File: config.mk
export PLATFORM = sky130hd
export DESIGN_NAME = heard_word_packer
export DESIGN_NICKNAME = d
export VERILOG_FILES = /design/src/rtl/heard_word_packer.sv
export SDC_FILE = /design/constraint.sdc
export NUM_CORES = 1
export LEC_CHECK = 0
export BUFFER_PORTS_ARGS = -buffer_cell sky130_fd_sc_hd__buf_2
export CORE_ASPECT_RATIO = 1.25
export CORE_UTILIZATION = 55
export CTS_CLUSTER_DIAMETER = 60
export DETAILED_ROUTE_END_ITERATION = 12
export GPL_TIMING_DRIVEN = 0
export PLACE_DENSITY = 0.78
export SYNTH_ARGS = -nofsm -noshare
export SYNTH_HDL_FRONTEND = slang
export SYNTH_SLANG_ARGS = --single-unit
File: constraint.sdc
create_clock -name CLK -period 1.9 [get_ports CLK]
set_input_delay 0.19 -clock CLK [delete_from_list [all_inputs] [get_ports CLK]]
set_output_delay 0.19 -clock CLK [all_outputs]
set_load 0.05 [all_outputs]
File: src/rtl/heard_word_packer.sv
// Packs up to three 10-bit heard(meth, v) entries into 32-bit host words, flushing partial words after an idle timeout.
// Optional counters stat_words / stat_stall are built when HEARD_PACKER_STATS_EN is defined.
module heard_word_packer #(
  parameter int METH_WIDTH = 6,
  parameter int V_WIDTH    = 4,
  parameter int TIMEOUT    = 16
) (
  input  logic                  CLK,
  input  logic                  nRST,
  input  logic                  heard__ENA,
  output logic                  heard__RDY,
  input  logic [METH_WIDTH-1:0] heard_meth,
  input  logic [V_WIDTH-1:0]    heard_v,
  output logic                  word__ENA,
  input  logic                  word__RDY,
  output logic [31:0]           word_data
`ifdef HEARD_PACKER_STATS_EN
  ,
  output logic [15:0]           stat_words,
  output logic [15:0]           stat_stall
`endif
);

  localparam int IDLE_W = (TIMEOUT > 0) ? $clog2(TIMEOUT + 1) : 1;
  localparam logic [IDLE_W-1:0] IDLE_MAX = IDLE_W'(TIMEOUT);

  if (METH_WIDTH + V_WIDTH != 10) begin : g_bad_entry_width
    $error("heard_word_packer: METH_WIDTH + V_WIDTH must equal 10");
  end

  logic [29:0]       acc;
  logic [1:0]        cnt;
  logic [IDLE_W-1:0] idle;
  logic              out_valid;
  logic [9:0]        entry;
  logic              accept;
  logic              flush;
  logic              transfer;

  assign entry      = {heard_meth, heard_v};
  assign heard__RDY = (cnt != 2'd3);
  assign accept     = heard__ENA && heard__RDY;
  assign word__ENA  = out_valid && word__RDY;

  // An entry landing on the timeout cycle wins: it clears idle and cancels the flush.
  assign flush    = (TIMEOUT != 0) && (cnt != 2'd0) && (idle == IDLE_MAX) && !accept;
  assign transfer = ((cnt == 2'd3) || flush) && (!out_valid || word__RDY);

  // NOTE: sequential state uses non-blocking assignments so every register samples pre-edge values.
  always_ff @(posedge CLK) begin
    if (!nRST) begin
      acc       <= '0;
      cnt       <= '0;
      idle      <= '0;
      out_valid <= 1'b0;
      word_data <= '0;
    end else begin
      if (transfer) begin
        word_data <= {cnt, acc};
        out_valid <= 1'b1;
        acc       <= '0;
        cnt       <= '0;
      end else begin
        if (word__ENA) out_valid <= 1'b0;
        if (accept) begin
          case (cnt)
            2'd0:    acc[9:0]   <= entry;
            2'd1:    acc[19:10] <= entry;
            2'd2:    acc[29:20] <= entry;
            default: ;
          endcase
          cnt <= cnt + 2'd1;
        end
      end

      if (transfer || accept)
        idle <= '0;
      else if ((cnt != 2'd0) && (cnt != 2'd3) && (idle != IDLE_MAX))
        idle <= idle + 1'b1;
    end
  end

`ifdef HEARD_PACKER_STATS_EN
  always_ff @(posedge CLK) begin
    if (!nRST) begin
      stat_words <= '0;
      stat_stall <= '0;
    end else begin
      if (word__ENA) stat_words <= stat_words + 16'd1;
      if ((cnt == 2'd3) && out_valid && !word__RDY) stat_stall <= stat_stall + 16'd1;
    end
  end
`endif

endmodule

-- Yosys cells after proc, flatten, opt, wreduce, memory -nomap -nowiden
Cells that the tools add are included.
- output and inout port bits: 34
- word-level logic and storage cells: 38
- register bits: 70
- add/subtract/negate cells: 2
- reductions and logical operators: 20
- eq/ne operators: 6
- bitwise logic cells: 1
- muxes and demuxes: 2
- operator list (operator ; count):
    logical AND 1 bit ; 7
    AND reduction 2 bit ; 3
    adder 5 x 1 -> 5 bit (second input constant) ; 1
    == test 5 bit (second input constant) ; 1
    != test 5 bit (second input constant) ; 1
    == test 2 bit (second input constant) ; 2
    nonzero test 2 bit ; 2
    OR reduction 2 bit ; 2
    logical OR 1 bit ; 3
    adder 2 x 1 -> 2 bit (second input constant) ; 1
    == test 2 x 1 -> 1 bit (second input constant) ; 1
    logical NOT 1 bit ; 2
    logical NOT 2 bit ; 1
    2-to-1 mux 1 bit ; 2
    != test 2 bit (second input constant) ; 1
    NOT 1 bit ; 1

-- Logic depth before layout (Yosys ltp)
- depth in word-level cells: 8
- mapped depth: 8
- mapped depth without buffers: 6

-- Worst setup path before layout
OpenSTA, ideal clock, no wires.
- kind: flip-flop to flip-flop
- start point: register idle[0]
- end point: register word_data[11]
- data arrival time: 1.408 ns
- period minus slack after synthesis: 1.527 ns
- cell stages (with the launch flop): 9
- setup slack: 0.373 ns
- cells stage by stage: dfxtp_1 inv_1 ha_1 and4bb_1 nand3_2 o21a_1 buf_6 buf_8 mux2i_1
- word-level cells in the longest chain between the ends: 5
- RTL lines (what ; RTL line ; source):
    start: declaration ; 33 ; logic [IDLE_W-1:0] idle;
    start signal: assignment ; 79 ; idle <= idle + 1'b1;
    == test 5 bit ; 46 ; assign flush = (TIMEOUT != 0) && (cnt != 2'd0) && (idle == IDLE_MAX) && !accept;
    logical AND 1 bit (2 in series) ; 46 ;
    logical OR 1 bit ; 47 ; assign transfer = ((cnt == 2'd3) || flush) && (!out_valid || word__RDY);
    logical AND 1 bit ; 47 ;
    end signal: assignment ; 59 ; word_data <= {cnt, acc};
    end: declaration ; 16 ; output logic [31:0] word_data
Every way passes these cells.
A chain may end at the register's enable or synchronous reset.

-- Worst setup path in the final report
- start point: register cnt[0]
- end point: register acc[25]
- word-level cells in the longest chain between the ends: 7
- elaborated cells on any way between the ends: 12
- RTL lines (what ; RTL line ; source):
    start: declaration ; 32 ; logic [1:0] cnt;
    start signal: assignment ; 72 ; cnt <= cnt + 2'd1;
    != test 2 bit ; 41 ; assign heard__RDY = (cnt != 2'd3);
    logical AND 1 bit ; 42 ; assign accept = heard__ENA && heard__RDY;
    logical NOT 1 bit ; 46 ;
    logical AND 1 bit ; 46 ;
    logical OR 1 bit ; 47 ;
    logical AND 1 bit ; 47 ;
    OR reduction 2 bit (no line) ; - ;
    end signal: assignment ; 69 ; 2'd2: acc[29:20] <= entry;
    end: declaration ; 31 ; logic [29:0] acc;
Several ways; a longest one is shown, not always the timed one.

==> results.cfg <==
[synth]
synth_nets = 350
yosysWarnings = 0
syn_inst = 330
postSynth.asyncResetShare_pct = 0
ys_types = 31
synth-main-ff-cell = dfxtp_1
synth_edf_count = 0
synth-seq-area-share_pct = 49.04
synthesis.area_mm2 = 0.002858
avgSynthCellArea_um2 = 8.660
ys_ff_latch = 70

[clock_tree]
cts_tree = done
htree_levels = 3
cts-root-buf = clkbuf_8
cts_made_buffers = 9
holdBufCountCts = 0
clkLatencyLatePin_ns = 0.35
clockBufferDepth = 2
cts_setup_buffers = 0
worst_setup_hold_path_clk_slew_ns = 0.07
cts_resized = 0
cts_sinks = 70

[placement]
dpl.cell_count = 436
gp_congestion = 0.8770
port-buffer-count = 46
hpwl_um = 4132

[hold_path]
hold_class = primary input to register
hold_start = heard_meth[5]
min_to = acc[9]
hold_path_depth = 3

[worst_setup_path]
crit_required_ns = 2.13
reg2reg_setup_slack_ns = 0.21
cp.arrival_ns = 1.92
worstReg2RegEnd = acc[25]
critPathCaptureType = register
setup.worst_path.start_class = register
worstRegToRegCells = 7
crit_path_max_fanout = 10
r2r-start = cnt[0]
worstSetupPathType = register to register

[global_routing]
grt-ovfl-total = 0
met2_usage_pct = 38.27
grt_pass1_vias = 2064
grt_busiest_layer = met2
gr-usage-met1_pct = 29.00
antenna_found_initial = 0
grt_use_met3_pct = 3.434
grt_max_degree = 11
grt_usage_pct = 23.58
grt_pass1_wl_um = 9466

[die]
core_area_mm2 = 0.004870
ios = 48
fp.dieArea_mm2 = 0.005490
rows = 28
dieHeight_um = 82.59
die_w_um = 66.47
start_util_pct = 58.68

[timing]
fin_tns_setup_ns = 0
clock.fmax_ghz = 0.5909
post-route-period-util_pct = 89.07
slew_violations = 0
layout_min_cycle_time_ns = 1.692
slew_headroom_pct = 69.46
hold_viol = 0
finalSetupViolations = 0
skew_ns = 0.003439
rsz0062_at_grt = false
tightest_slew_ns = 0.4581

[final_layout]
drive_gt1_share_pct = 17.69
antenna_cells = 0
fillers = 413
nets = 407
final_cells = 450
area_growth_pct = 16.11

[pwr]
combPwrFrac_pct = 8.8
p_sw_share_pct = 24.85
leakage_nw = 1.502
p_clk_share_pct = 36.0
vdd_ir_drop_max_uv = 548.2
powerDensity_mw_per_mm2 = 830.8
p_switching_mw = 0.6850
p_int_mw = 2.072
seqPwrFrac_pct = 55.3

[job]
maxCapViolations = 0

[route]
wl_um = 5833
drt_iter0_drc = 80
routedWlPerCell_um = 12.96
detailedRoute.firstPassIterationCount = 4
routed_via_density = 5.196
dr_total_vias = 2338
drc = 0
drtAntennaViolNets = 0

[status]
outcome = finished, final reports clean
-- how the worst max path moves through the flow --
stage,start,end,slack (ns),cells past startpoint
finish,cnt[0],acc[25],0.21,7
floorplan,idle[0],word_data[11],0.37,8
CTS,idle[0],word_data[20],0.20,8
detailed placement,idle[0],word_data[20],0.22,8
global placement,idle[0],cnt[1],0.26,7
global route,cnt[0],acc[25],0.04,7
-- power groups by stage --
stage / registers (mW) / clock network, mW / logic [mW]
2_1_floorplan: 1.56 / 0 / 0.165
3_3_place_gp: 1.55 / 0 / 0.235
3_5_place_dp: 1.56 / 0 / 0.239
4_1_cts: 1.52 / 1.01 / 0.241
5_1_grt: 1.53 / 1.07 / 0.269
6_report: 1.52 / 0.991 / 0.242
-- logic make-up after synthesis --
kind of cell / after synthesis / share of synthesized area (%)
muxes: 32 / 11.21
DFF: 70 / 49.04
AOI/OAI and AO/OA: 41 / 7.969
and+or+nand+nor: 149 / 22.42
adders and majority gates: 6 / 2.627
xor gates and xnor gates: 3 / 0.9196
buffers and inverters: 29 / 5.823
-- metrics by stage --
| step | util [%] | worst slack (ns) | power [mW] | hold WS [ns] | instance area [um^2] |
|---|---|---|---|---|---|
| floorplan | - | 0.3731 | 1.722 | 0.3375 | 2858 |
| global placement | 64.95 | 0.2585 | 1.789 | 0.4412 | 3163 |
| detailed placement | 64.95 | 0.2162 | 1.794 | 0.4476 | 3163 |
| CTS | 68.14 | 0.2000 | 2.777 | 0.1215 | 3318 |
| global route | 68.14 | 0.03684 | 2.868 | 0.1446 | 3318 |
| finish | 68.14 | 0.2076 | 2.757 | 0.1274 | 3318 |
-- per-layer routing --
layer / up-vias / share of wire [%]
li1: 1211 / -
met1: 1054 / 44
met2: 61 / 49
met3: 12 / 4.1
met4: 0 / 2.5
met5: - / 0
-- registers in the layout (all words and copies together), names as in the netlist --
register / count
acc: 30
cnt: 2
out_valid: 1
word_data: 32
idle: 5
-- worst max-delay path, stage by stage (launching register included) --
cell and delay, ns:
dfxtp_1 0.39, inv_1 0.13, ha_1 0.26, inv_1 0.10, nand3_2 0.09, o211ai_1 0.26
buf_2 0.27, a21oi_1 0.07
-- synthesized netlist by cell type, drive strengths merged (2+ instances only) --
library cell	n	share of area, %
and2	2	0.44
nand4	2	0.44
xnor2	2	0.61
clkbuf	10	1.3
nand2	101	13
dfxtp	70	49
nor2	6	0.79
mux2i	32	11
buf	12	3.6
nand3	33	6.0
inv	7	0.92
ha	6	2.6
a21oi	34	6.0
-- cell type report --
cell class	count	area, um^2	area share [%]
multi-input combinational	231	1290	38.88
clock buffer	12	145.1	4.374
buffer	22	140.1	4.223
timing repair buffer	46	230.2	6.938
inverter	7	26.28	0.7919
sequential	70	1401	42.23
clock inverter	2	10.01	0.3017
tap	60	75.07	2.262
-- cells in the final DEF (no fill, tap or decap), types with 7 or more instances in the layout --
master	n
nand2_1	101
dfxtp_1	70
buf_2	51
a21oi_1	34
nand3_1	32
mux2i_1	32
clkbuf_1	12
clkbuf_8	10
inv_1	7
(Power assumes the default switching activity.)
